`config.mk`:
```
export PLATFORM = sky130hd
export DESIGN_NAME = data_memory_arbiter
export DESIGN_NICKNAME = d
export VERILOG_FILES = /design/src/rtl/data_memory_arbiter_pkg.sv /design/src/rtl/data_memory_arbiter_rr_arb2.sv /design/src/rtl/data_memory_arbiter.sv
export SDC_FILE = /design/constraint.sdc
export NUM_CORES = 1
export LEC_CHECK = 0
export BUFFER_PORTS_ARGS = -buffer_cell sky130_fd_sc_hd__clkbuf_2
export CAP_MARGIN = 10
export CORE_UTILIZATION = 49
export CTS_CLUSTER_DIAMETER = 80
export DETAILED_ROUTE_END_ITERATION = 16
export PLACE_DENSITY = 0.83
export REMOVE_ABC_BUFFERS = 1
export SKIP_LAST_GASP = 1
export SLEW_MARGIN = 5
export SYNTH_ARGS = -nofsm -noshare
export SYNTH_HDL_FRONTEND = slang
export SYNTH_HIERARCHICAL = 1
export SYNTH_SLANG_ARGS = --single-unit
```
`constraint.sdc`:
```
create_clock -name clk -period 2.2 [get_ports clk]
set_input_delay 0.22 -clock clk [delete_from_list [all_inputs] [get_ports clk]]
set_output_delay 0.22 -clock clk [all_outputs]
set_load 0.01 [all_outputs]
```
`src/rtl/data_memory_arbiter_pkg.sv`:
```
// Shared definitions for the data memory arbiter.
//   arb_state_t : transaction FSM encoding (IDLE -> ACCESS -> RESP -> IDLE)
//   PORT_CPU    : requester index of the CPU load/store port
//   PORT_DMA    : requester index of the DMA/loader port
package data_memory_arbiter_pkg;

    typedef enum logic [1:0] {
        ST_IDLE   = 2'd0,
        ST_ACCESS = 2'd1,
        ST_RESP   = 2'd2
    } arb_state_t;

    localparam logic PORT_CPU = 1'b0;
    localparam logic PORT_DMA = 1'b1;

endpackage

```
`src/rtl/data_memory_arbiter_rr_arb2.sv`:
```
// Two-way round-robin pick, purely combinational.
//   req0, req1  : pending requests of port 0 / port 1
//   last_owner  : port that completed the most recent transaction
//   grant_valid : at least one request is pending
//   grant_idx   : winning port; on contention the port that was not served last
module rr_arb2
    import data_memory_arbiter_pkg::*;
(
    input  logic req0,
    input  logic req1,
    input  logic last_owner,
    output logic grant_valid,
    output logic grant_idx
);

    always_comb begin
        grant_valid = req0 | req1;
        if (req0 && req1) begin
            grant_idx = ~last_owner;
        end else if (req1) begin
            grant_idx = PORT_DMA;
        end else begin
            grant_idx = PORT_CPU;
        end
    end

endmodule

```
`src/rtl/data_memory_arbiter.sv`:
```
// Shares a single-port data memory between the CPU (port 0) and the DMA/loader
// (port 1). One access per 3-cycle transaction, round-robin on contention.
// Every output is registered.
//
// Ports
//   clk, reset            : clock, synchronous active-high reset
//   req*/we*/addr*/wdata* : requester side; fields are sampled at grant
//   gnt*                  : one-cycle pulse, request accepted
//   done*                 : one-cycle pulse, access complete (rdata* valid for reads)
//   rdata*                : per-port read data, held until that port's next read
//   mem_we/mem_re/mem_addr/mem_wdata : memory strobes and bus, driven only here
//   mem_rdata             : combinational read data from the memory
//
// state     | meaning
// ----------+---------------------------------------------------------------
// ST_IDLE   | no transaction; arbitrate and latch the winner's request
// ST_ACCESS | memory strobe active for exactly one cycle, gnt pulse visible
// ST_RESP   | strobes off, done pulse visible, read data already captured
module data_memory_arbiter
    import data_memory_arbiter_pkg::*;
#(
    parameter int ADDR_W = 8,
    parameter int DATA_W = 8
) (
    input  logic              clk,
    input  logic              reset,
    input  logic              req0,
    input  logic              req1,
    input  logic              we0,
    input  logic              we1,
    input  logic [ADDR_W-1:0] addr0,
    input  logic [ADDR_W-1:0] addr1,
    input  logic [DATA_W-1:0] wdata0,
    input  logic [DATA_W-1:0] wdata1,
    output logic              gnt0,
    output logic              gnt1,
    output logic              done0,
    output logic              done1,
    output logic [DATA_W-1:0] rdata0,
    output logic [DATA_W-1:0] rdata1,
    output logic              mem_we,
    output logic              mem_re,
    output logic [ADDR_W-1:0] mem_addr,
    output logic [DATA_W-1:0] mem_wdata,
    input  logic [DATA_W-1:0] mem_rdata
);

    arb_state_t        state, state_nxt;
    logic              owner, owner_nxt;
    logic              last_owner, last_owner_nxt;
    logic              cur_we, cur_we_nxt;
    logic              gnt0_nxt, gnt1_nxt;
    logic              done0_nxt, done1_nxt;
    logic              mem_we_nxt, mem_re_nxt;
    logic [ADDR_W-1:0] mem_addr_nxt;
    logic [DATA_W-1:0] mem_wdata_nxt;
    logic [DATA_W-1:0] rdata0_nxt, rdata1_nxt;

    logic              grant_valid, grant_idx;
    logic              sel_we;
    logic [ADDR_W-1:0] sel_addr;
    logic [DATA_W-1:0] sel_wdata;

    rr_arb2 u_arb (
        .req0        (req0),
        .req1        (req1),
        .last_owner  (last_owner),
        .grant_valid (grant_valid),
        .grant_idx   (grant_idx)
    );

    assign sel_we    = (grant_idx == PORT_DMA) ? we1    : we0;
    assign sel_addr  = (grant_idx == PORT_DMA) ? addr1  : addr0;
    assign sel_wdata = (grant_idx == PORT_DMA) ? wdata1 : wdata0;

    always_comb begin
        state_nxt      = state;
        owner_nxt      = owner;
        last_owner_nxt = last_owner;
        cur_we_nxt     = cur_we;
        gnt0_nxt       = 1'b0;
        gnt1_nxt       = 1'b0;
        done0_nxt      = 1'b0;
        done1_nxt      = 1'b0;
        mem_we_nxt     = 1'b0;
        mem_re_nxt     = 1'b0;
        mem_addr_nxt   = mem_addr;
        mem_wdata_nxt  = mem_wdata;
        rdata0_nxt     = rdata0;
        rdata1_nxt     = rdata1;

        case (state)
            ST_IDLE: begin
                if (grant_valid) begin
                    owner_nxt     = grant_idx;
                    cur_we_nxt    = sel_we;
                    mem_addr_nxt  = sel_addr;
                    mem_wdata_nxt = sel_wdata;
                    // strobes are registered so they line up with ST_ACCESS
                    mem_we_nxt    = sel_we;
                    mem_re_nxt    = ~sel_we;
                    gnt0_nxt      = (grant_idx == PORT_CPU);
                    gnt1_nxt      = (grant_idx == PORT_DMA);
                    state_nxt     = ST_ACCESS;
                end
            end
            ST_ACCESS: begin
                // memory read data is combinational on mem_addr, capture it now
                if (owner == PORT_CPU) begin
                    done0_nxt = 1'b1;
                    if (!cur_we) begin
                        rdata0_nxt = mem_rdata;
                    end
                end else begin
                    done1_nxt = 1'b1;
                    if (!cur_we) begin
                        rdata1_nxt = mem_rdata;
                    end
                end
                last_owner_nxt = owner;
                state_nxt      = ST_RESP;
            end
            ST_RESP: begin
                state_nxt = ST_IDLE;
            end
            default: begin
                state_nxt = ST_IDLE;
            end
        endcase
    end

    always_ff @(posedge clk) begin
        if (reset) begin
            state      <= ST_IDLE;
            owner      <= PORT_CPU;
            last_owner <= PORT_DMA;
            cur_we     <= 1'b0;
            gnt0       <= 1'b0;
            gnt1       <= 1'b0;
            done0      <= 1'b0;
            done1      <= 1'b0;
            mem_we     <= 1'b0;
            mem_re     <= 1'b0;
            mem_addr   <= '0;
            mem_wdata  <= '0;
            rdata0     <= '0;
            rdata1     <= '0;
        end else begin
            state      <= state_nxt;
            owner      <= owner_nxt;
            last_owner <= last_owner_nxt;
            cur_we     <= cur_we_nxt;
            gnt0       <= gnt0_nxt;
            gnt1       <= gnt1_nxt;
            done0      <= done0_nxt;
            done1      <= done1_nxt;
            mem_we     <= mem_we_nxt;
            mem_re     <= mem_re_nxt;
            mem_addr   <= mem_addr_nxt;
            mem_wdata  <= mem_wdata_nxt;
            rdata0     <= rdata0_nxt;
            rdata1     <= rdata1_nxt;
        end
    end

endmodule

```
==> results of run 1 <==
-- cells by family (layout without fill, tap and decap cells) --
family | Yosys count | after routing | synth area share [%]
DFF | 43 | 43 | 47.35
buffers and inverters | 15 | 97 | 4.336
muxes | 33 | 33 | 18.17
AOI/OAI and AO/OA | 20 | 20 | 9.842
and+or+nand+nor | 56 | 56 | 20.30
-- Yosys cell counts, drive strengths merged --
library cell / n
a211o: 1
a21boi: 1
and2b: 1
and3b: 1
buf: 8
clkbuf: 5
dfxtp: 43
inv: 2
mux2i: 33
nand2b: 43
nand4bb: 1
nor2: 4
nor3: 1
nor3b: 2
nor4b: 1
o22ai: 18
or2: 1
or4b: 1
-- cell type report --
type                            instances  area [sq um]
Sequential cell                        43         860.8
Multi-Input combinational cell        109         888.4
Tap cell                               46         57.56
Clock inverter                          1         5.005
Clock buffer                            6         82.58
Inverter                                2         7.507
Fill cell                             296          1087
Timing Repair Buffer                   88         452.9
-- sequential cells by signal, indices dropped and copies added, names as in the netlist, 2 cells and up --
register / cells
mem_addr: 8
mem_wdata: 8
rdata0: 8
rdata1: 8
state: 2
-- path summary, 6_finish.rpt --
kind | endpoint | start | cells after the start | slack (ns)
worst max-delay path | mem_re$_SDFF_PP0_ | state[1]$_SDFFE_PP0P_ | 3 | 0.81
worst min-delay path | mem_wdata[6]$_SDFFE_PP0P_ | wdata0[6] | 3 | 0.20
worst max register to register | mem_re$_SDFF_PP0_ | state[1]$_SDFFE_PP0P_ | 3 | 0.81
worst min register to register | rdata0[3]$_SDFFE_PP0P_ | rdata0[3]$_SDFFE_PP0P_ | 2 | 0.48
-- through the flow --
stage          hold WS [ns]  std cells
2_1_floorplan        0.2924        154
3_3_place_gp         0.4637        288
3_5_place_dp         0.4593        288
4_1_cts              0.1964        295
5_1_grt              0.2137        295
6_report             0.1977        295
-- power by group through the flow --
stage | Clock [mW] | Sequential, mW | Combinational [mW]
2_1_floorplan | 0 | 0.901 | 0.147
3_3_place_gp | 0 | 0.881 | 0.293
3_5_place_dp | 0 | 0.883 | 0.297
4_1_cts | 0.494 | 0.865 | 0.298
5_1_grt | 0.530 | 0.872 | 0.322
6_report | 0.486 | 0.865 | 0.293
-- routing by layer --
layer / up-vias / wire length [um] / GRT usage, % / part of all wire (%)
met1: 645 / 1581 / 22.45 / 45
li1: 740 / - / - / -
met4: 0 / 55 / 9.012 / 1.6
met2: 38 / 1781 / 35.08 / 50
met3: 6 / 124 / 3.832 / 3.5
met5: - / 0 / 0 / 0
-- worst max-delay path, cell delays in order, from the launching register on --
cell and delay (ns):
dfxtp_1 0.36, or4b_1 0.53, buf_4 0.24, and2b_1 0.21
==> flow_summary.ini, run 1 <==
[worst_setup_path]
arrival_ns = 1.62
path_class = flip-flop to flip-flop
endpoint_kind = flip-flop
cp_max_fo = 23
crit_path_start_kind = flip-flop
crit_required_ns = 2.43

[sta]
max_freq_ghz = 0.7199
worst_pin_slew_ns = 0.5756
period_minus_slack_ns = 1.389
fin_worst_skew_ns = 0.004143
rsz0062_at_grt = no
hold_viol_final = 0
maxSlewViolCount = 0
setup-tns-final_ns = 0
fin_crit_sh_pct = 63.14
setup_viol = 0
slew_headroom_pct = 61.41
final.setup.worst_slack_ns = 0.8109

[final_layout]
final_cell_mix = 83 x clkbuf_2, 43 x nand2b_1, 43 x dfxtp_1, 33 x mux2i_1, 10 x o22ai_1
fin_nets = 295
utilization_pct = 68.41
diodes = 0
final_common_cell = clkbuf_2
drive_above_1_share_pct = 43.78
finalInstanceArea_sq_mm = 0.002355
area_delta_synth_final_pct = 29.53

[global_route]
grt_use_total_pct = 19.73
grt_start_max_net_pins = 47
antenna_found_initial = 0
overflow = 0
grt_pass1_wl_um = 6237
grt_pass1_vias = 1443

[place]
dpl_worst_slack_ns = 0.8249
dpl.hpwl_um = 2574
place_congestion = 0.7148
io_buffers = 83
place_area_sq_mm = 0.002267

[cts]
cts.sinks = 43
ctsRootBufferMaster = clkbuf_8
cts_tree = yes
cts.path.max_buffers = 2
worstSkewPairLatency_ns = 0.28
post-cts-setup-buffers = 0
cts_made_buffers = 5
postCtsHoldBufs = 0
path_clk_slew_ns = 0.07
cts-resized-gates = 0
htree_levels = 2

[power]
p_switching_uw = 417.4
clkPwrFrac_pct = 29.6
swShare_pct = 25.39
seq_power_share_pct = 52.6
combPwrFrac_pct = 17.8
intPower_mw = 1.227
finalPower_mw = 1.644
p_leak_nw = 1.119
power.density_mw_per_mm2 = 698.2
ir_drop_mv = 0.4627

[routing]
via_count = 1429
firstDrtPassIters = 4
final_antenna_net_count = 0
routed_via_density = 4.844
drtIter0Drc = 53
routed_wl_um = 3542
wl_per_cell_um = 12.01
drc = 0

[floorplan]
fp.dieW_um = 62.91
num_rows = 21
pin_count = 84
design.die.area_sq_mm = 0.003958
initial_core_util_pct = 52.82
fp.dieH_um = 62.91
fp.coreArea_sq_mm = 0.003442

[yosys]
yosysSeqAreaShare_pct = 47.35
synth_top_area_share_pct = 47.35
ys_ff_latch = 43
syn_avg_cell_area_sq_um = 10.89
ys_types = 22
mappedNetlistArea_sq_mm = 0.001818
synth_top_area_cell = dfxtp_1
ys_top_cells_by_area = dfxtp_1 47%, mux2i_1 18%, nand2b_1 15%
yosysWarnings = 6
synthCells = 167

[run]
maxCapViolations = 0

[min_path]
hp-class = primary input to flip-flop

[outcome]
outcome = completed
No activity file was read; power rests on OpenSTA's default activity.
==> inputs of run 2 (changes only) <==
Settings changed: CORE_UTILIZATION 49 to 41, PLACE_DENSITY 0.83 to 0.74.
Clock period 2.2 ns to 1.2 ns, I/O delays scaled along.
==> flow_summary.ini, run 2 (synthesis results as in run 1) <==
[outcome]
outcome = complete, but fails checks
violations = negative setup slack

[global_route]
antenna_found_initial = 0
overflow = 0
grt_start_max_net_pins = 47
grt_pass1_vias = 1281
grt_pass1_wl_um = 5823
grt_use_total_pct = 17.19

[cts]
cts_tree = yes
ctsRootBufferMaster = clkbuf_8
cts.path.max_buffers = 2
htree_levels = 2
cts_made_buffers = 5
worstSkewPairLatency_ns = 0.29
path_clk_slew_ns = 0.08
cts.sinks = 43
postCtsHoldBufs = 0

[floorplan]
num_rows = 23
initial_core_util_pct = 44.18
pin_count = 84
fp.dieH_um = 68.59
fp.dieW_um = 68.59
fp.coreArea_sq_mm = 0.004115
design.die.area_sq_mm = 0.004705

[worst_setup_path]
path_class = flip-flop to flip-flop
endpoint_kind = flip-flop
cp_num_buf_inv = 1
crit_required_ns = 1.44
slowest_stage = or4b_4
cp_max_fo = 7
crit_path_start_kind = flip-flop
crit_family = simple AND/OR/NAND/NOR gates
cpPeakStageDelay_ns = 0.56
arrival_ns = 1.53
path_cells = or4b_4 -> buf_6 -> and2b_1

[sta]
rsz0062_at_grt = yes
hold_viol_final = 0
slew_headroom_pct = 78.17
maxSlewViolCount = 0
period_minus_slack_ns = 1.287
max_freq_ghz = 0.7767
final.setup.worst_slack_ns = -0.08750
fin_crit_sh_pct = 107.3
setup_viol = 18
worst_pin_slew_ns = 0.3275
fin_worst_skew_ns = 0.003534
hold_ws_ns = 0.09368

[power]
p_leak_nw = 1.219
combPwrFrac_pct = 21.4
clkPwrFrac_pct = 30.0
p_switching_uw = 840.2
swShare_pct = 25.68
power.density_mw_per_mm2 = 1251
intPower_mw = 2.431
ir_drop_mv = 0.7590
seq_power_share_pct = 48.6

[final_layout]
drive_above_1_share_pct = 51.91
area_delta_synth_final_pct = 43.84
final_cell_mix = 83 x clkbuf_2, 43 x nand2b_1, 41 x dfxtp_1, 22 x mux2i_1
final_common_cell = clkbuf_2
fin_nets = 307
layoutNonFillerInstCount = 312
diodes = 0

[place]
dpl.hpwl_um = 2693
dpl.cell_count = 299
place_congestion = 0.7219
io_buffers = 83

[routing]
routed_via_density = 4.872
drc = 0
wl_per_cell_um = 13.20
routed_wl_um = 4119
firstDrtPassIters = 4
via_count = 1520
drtIter0Drc = 49
final_antenna_net_count = 0

[run]
maxCapViolations = 0

[min_path]
hp-class = primary input to flip-flop
==> run 2: layer usage <==
metal  part of all wire (%)  up-vias  global-route usage [%]
met4                    3.2        0                   7.031
met3                    9.3       10                   6.743
met2                     43       79                   26.47
met5                      0        -                       0
li1                       -      765                       -
met1                     44      666                   21.29
==> run 2: worst register-to-register path, stage by stage (launching register included) <==
cell and delay (ns):
dfxtp_2 0.33, or4b_4 0.56, buf_6 0.17, and2b_1 0.18
==> run 2: power by group through the flow <==
stage / Combinational, mW / Sequential (mW) / Clock, mW
2_1_floorplan: 0.269 / 1.65 / 0
4_1_cts: 0.657 / 1.59 / 1.01
5_1_grt: 0.756 / 1.60 / 1.08
3_3_place_gp: 0.588 / 1.61 / 0
3_5_place_dp: 0.598 / 1.62 / 0
6_report: 0.700 / 1.59 / 0.981
==> run 2: cell type report <==
class	instances	area, sq um
fillers	330	1500
multi-input cells	109	969.7
flip-flops and latches	43	863.3
repair buffers	100	611.8
clock buffers	8	100.1
well taps	50	62.56
inverters	2	7.507
==> run 2: per-stage QoR <==
| step | setup TNS (ns) | setup WS (ns) | power [mW] | util, % | area (sq um) |
|---|---|---|---|---|---|
| finish | -0.6855 | -0.08750 | 3.271 | 63.55 | 2615 |
| global route | -1.686 | -0.1285 | 3.433 | 63.55 | 2615 |
| CTS | -1.085 | -0.08873 | 3.252 | 61.81 | 2544 |
| detailed placement | -1.128 | -0.1380 | 2.213 | 57.10 | 2350 |
| global placement | -0.8136 | -0.1040 | 2.201 | 57.10 | 2350 |
| floorplan | -27.14 | -1.052 | 1.922 | - | 1747 |
==> run 2: timing repair <==
item | CTS | global route
endpoints found under the setup margin | 22 | 29
cloned | 1 | 0
resized for setup | 10 | 16
setup buffers | 3 | 2
pin swaps | 0 | 4
==> run 2: worst paths after layout <==
check / startpoint / end / slack (ns) / cells past startpoint
hold / removal: mem_rdata[5] / rdata1[5]$_SDFFE_PP0P_ / 0.09 / 3
hold reg to reg: rdata0[2]$_SDFFE_PP0P_ / rdata0[2]$_SDFFE_PP0P_ / 0.47 / 2
setup / recovery: state[0]$_SDFFE_PP0P_ / mem_re$_SDFF_PP0_ / -0.09 / 3
setup reg to reg: state[0]$_SDFFE_PP0P_ / mem_re$_SDFF_PP0_ / -0.09 / 3
==> inputs of run 3 (changes only) <==
Settings changed: CELL_PAD_IN_SITES_DETAIL_PLACEMENT from default to 1, CELL_PAD_IN_SITES_GLOBAL_PLACEMENT from default to 2, CORE_UTILIZATION 41 to 24, PLACE_DENSITY 0.74 to default, PLACE_DENSITY_LB_ADDON from default to 0.1.
==> flow_summary.ini, run 3 (synthesis results as in run 1) <==
[sta]
rsz0062_at_grt = yes
maxSlewViolCount = 0
hold_ws_ns = 0.08080
period_minus_slack_ns = 1.307
fin_worst_skew_ns = 0.006721
final.setup.worst_slack_ns = -0.1071
slew_headroom_pct = 74.63
worst_pin_slew_ns = 0.3806
fin_crit_sh_pct = 108.9
setup_viol = 21
max_freq_ghz = 0.7650
hold_viol_final = 0

[global_route]
grt_pass1_wl_um = 7327
grt_start_max_net_pins = 47
grt_pass1_vias = 1487
grt_use_total_pct = 12.50
antenna_found_initial = 0
overflow = 0

[cts]
cts_made_buffers = 5
postCtsHoldBufs = 0
htree_levels = 2
path_clk_slew_ns = 0.09
cts_tree = yes
worstSkewPairLatency_ns = 0.30
cts.sinks = 43
cts.path.max_buffers = 2
ctsRootBufferMaster = clkbuf_8

[final_layout]
multi_input_area_sq_um = 939.7
final_cell_mix = 83 x clkbuf_2, 43 x nand2b_1, 41 x dfxtp_1, 27 x mux2i_1, 10 x o22ai_1
nFillCells = 884
drive_above_1_share_pct = 49.42
final_common_cell = clkbuf_2
layoutNonFillerInstCount = 358
diodes = 0
area_delta_synth_final_pct = 44.53
fin_nets = 304
seqCellArea_sq_um = 863.3

[power]
p_leak_nw = 1.207
power.density_mw_per_mm2 = 1299
ir_drop_mv = 0.4078
finalPower_mw = 3.414

[routing]
wl_per_cell_um = 13.34
drc = 0
via_count = 1515
final_antenna_net_count = 0
drtIter0Drc = 32
routed_wl_um = 4777
routed_via_density = 4.232
firstDrtPassIters = 4

[floorplan]
fp.dieH_um = 89.04
pin_count = 84
initial_core_util_pct = 24.93
num_rows = 31
design.die.area_sq_mm = 0.007927
fp.dieW_um = 89.04
fp.coreArea_sq_mm = 0.007292

[place]
dpl.hpwl_um = 3174
place_congestion = 0.6494
dpl.cell_count = 347
io_buffers = 83
dpl_worst_slack_ns = -0.1024

[worst_setup_path]
crit_path_start_kind = flip-flop
rrSetupSlack_ns = -0.11
path_class = flip-flop to flip-flop
arrival_ns = 1.56
critPathLaunch = state[1]$_SDFFE_PP0P_
endpoint_kind = flip-flop
crit_end = mem_re$_SDFF_PP0_
crit_required_ns = 1.45
r2r_end = mem_re$_SDFF_PP0_
r2r_cells = 3
timing.rr.start = state[1]$_SDFFE_PP0P_
cp_max_fo = 12

[run]
maxCapViolations = 0

[min_path]
hp-class = primary input to flip-flop
hold_start = mem_rdata[6]

[outcome]
outcome = complete, but fails checks
violations = negative setup slack
run 3: cell count changes in the layout (fill, tap and decap cells not counted), sizes merged:
cell,change
clkbuf,-3
bufinv,+1
buf,-3
clkinv,+2
run 3: layer usage:
layer  global-route usage (%)  vias to the layer above  routed length (um)
li1                         -                      753                   -
met1                    13.75                      695                2066
met2                    22.24                       60                2285
met3                    4.340                        7                 353
met4                    4.762                        0                  71
met5                        0                        -                   0
run 3: through the flow:
stage          area, sq um  utilization, %  TNS [ns]
2_1_floorplan         1747               -    -27.14
3_3_place_gp          2404           32.96   -0.6912
3_5_place_dp          2404           32.96   -0.9514
4_1_cts               2577           35.35   -0.9898
5_1_grt               2628           36.03    -1.706
6_report              2628           36.03   -0.8228
run 3: worst min-delay path by stage:
stage | to | slack, ns | cells past startpoint
2_1_floorplan | state[1]$_SDFFE_PP0P_ | 0.19 | 1
3_3_place_gp | mem_wdata[6]$_SDFFE_PP0P_ | 0.39 | 3
3_5_place_dp | mem_wdata[6]$_SDFFE_PP0P_ | 0.40 | 3
4_1_cts | rdata1[6]$_SDFFE_PP0P_ | 0.07 | 3
5_1_grt | rdata1[2]$_SDFFE_PP0P_ | 0.08 | 3
6_report | rdata1[6]$_SDFFE_PP0P_ | 0.08 | 3
run 3: final cells by class:
class,instances,share of cell area [%]
clock inverter,3,1.667
tap,99,4.714
sequential,43,32.86
multi-input combinational,109,35.76
clock buffer,5,2.619
timing repair buffer,97,22.10
inverter,2,0.2857
run 3: report_power, final:
part | total [mW] | switching [mW] | internal (mW)
combinational | 0.676 | 0.322 | 0.354
sequential | 1.58 | 0.0548 | 1.53
clock | 1.15 | 0.534 | 0.620
total | 3.41 | 0.911 | 2.50
run 3: worst max-delay path: stages, from the launching register on:
cell and delay (ns):
dfxtp_1 0.32, or4b_4 0.57, buf_12 0.18, and2b_1 0.18
run 3: repair_timing:
action                                  4_1_cts  5_1_grt
endpoints found under the setup margin       22       31
cloned                                        2        0
resized for setup                             6       12
setup buffers                                 1        0
pin swaps                                     1        2
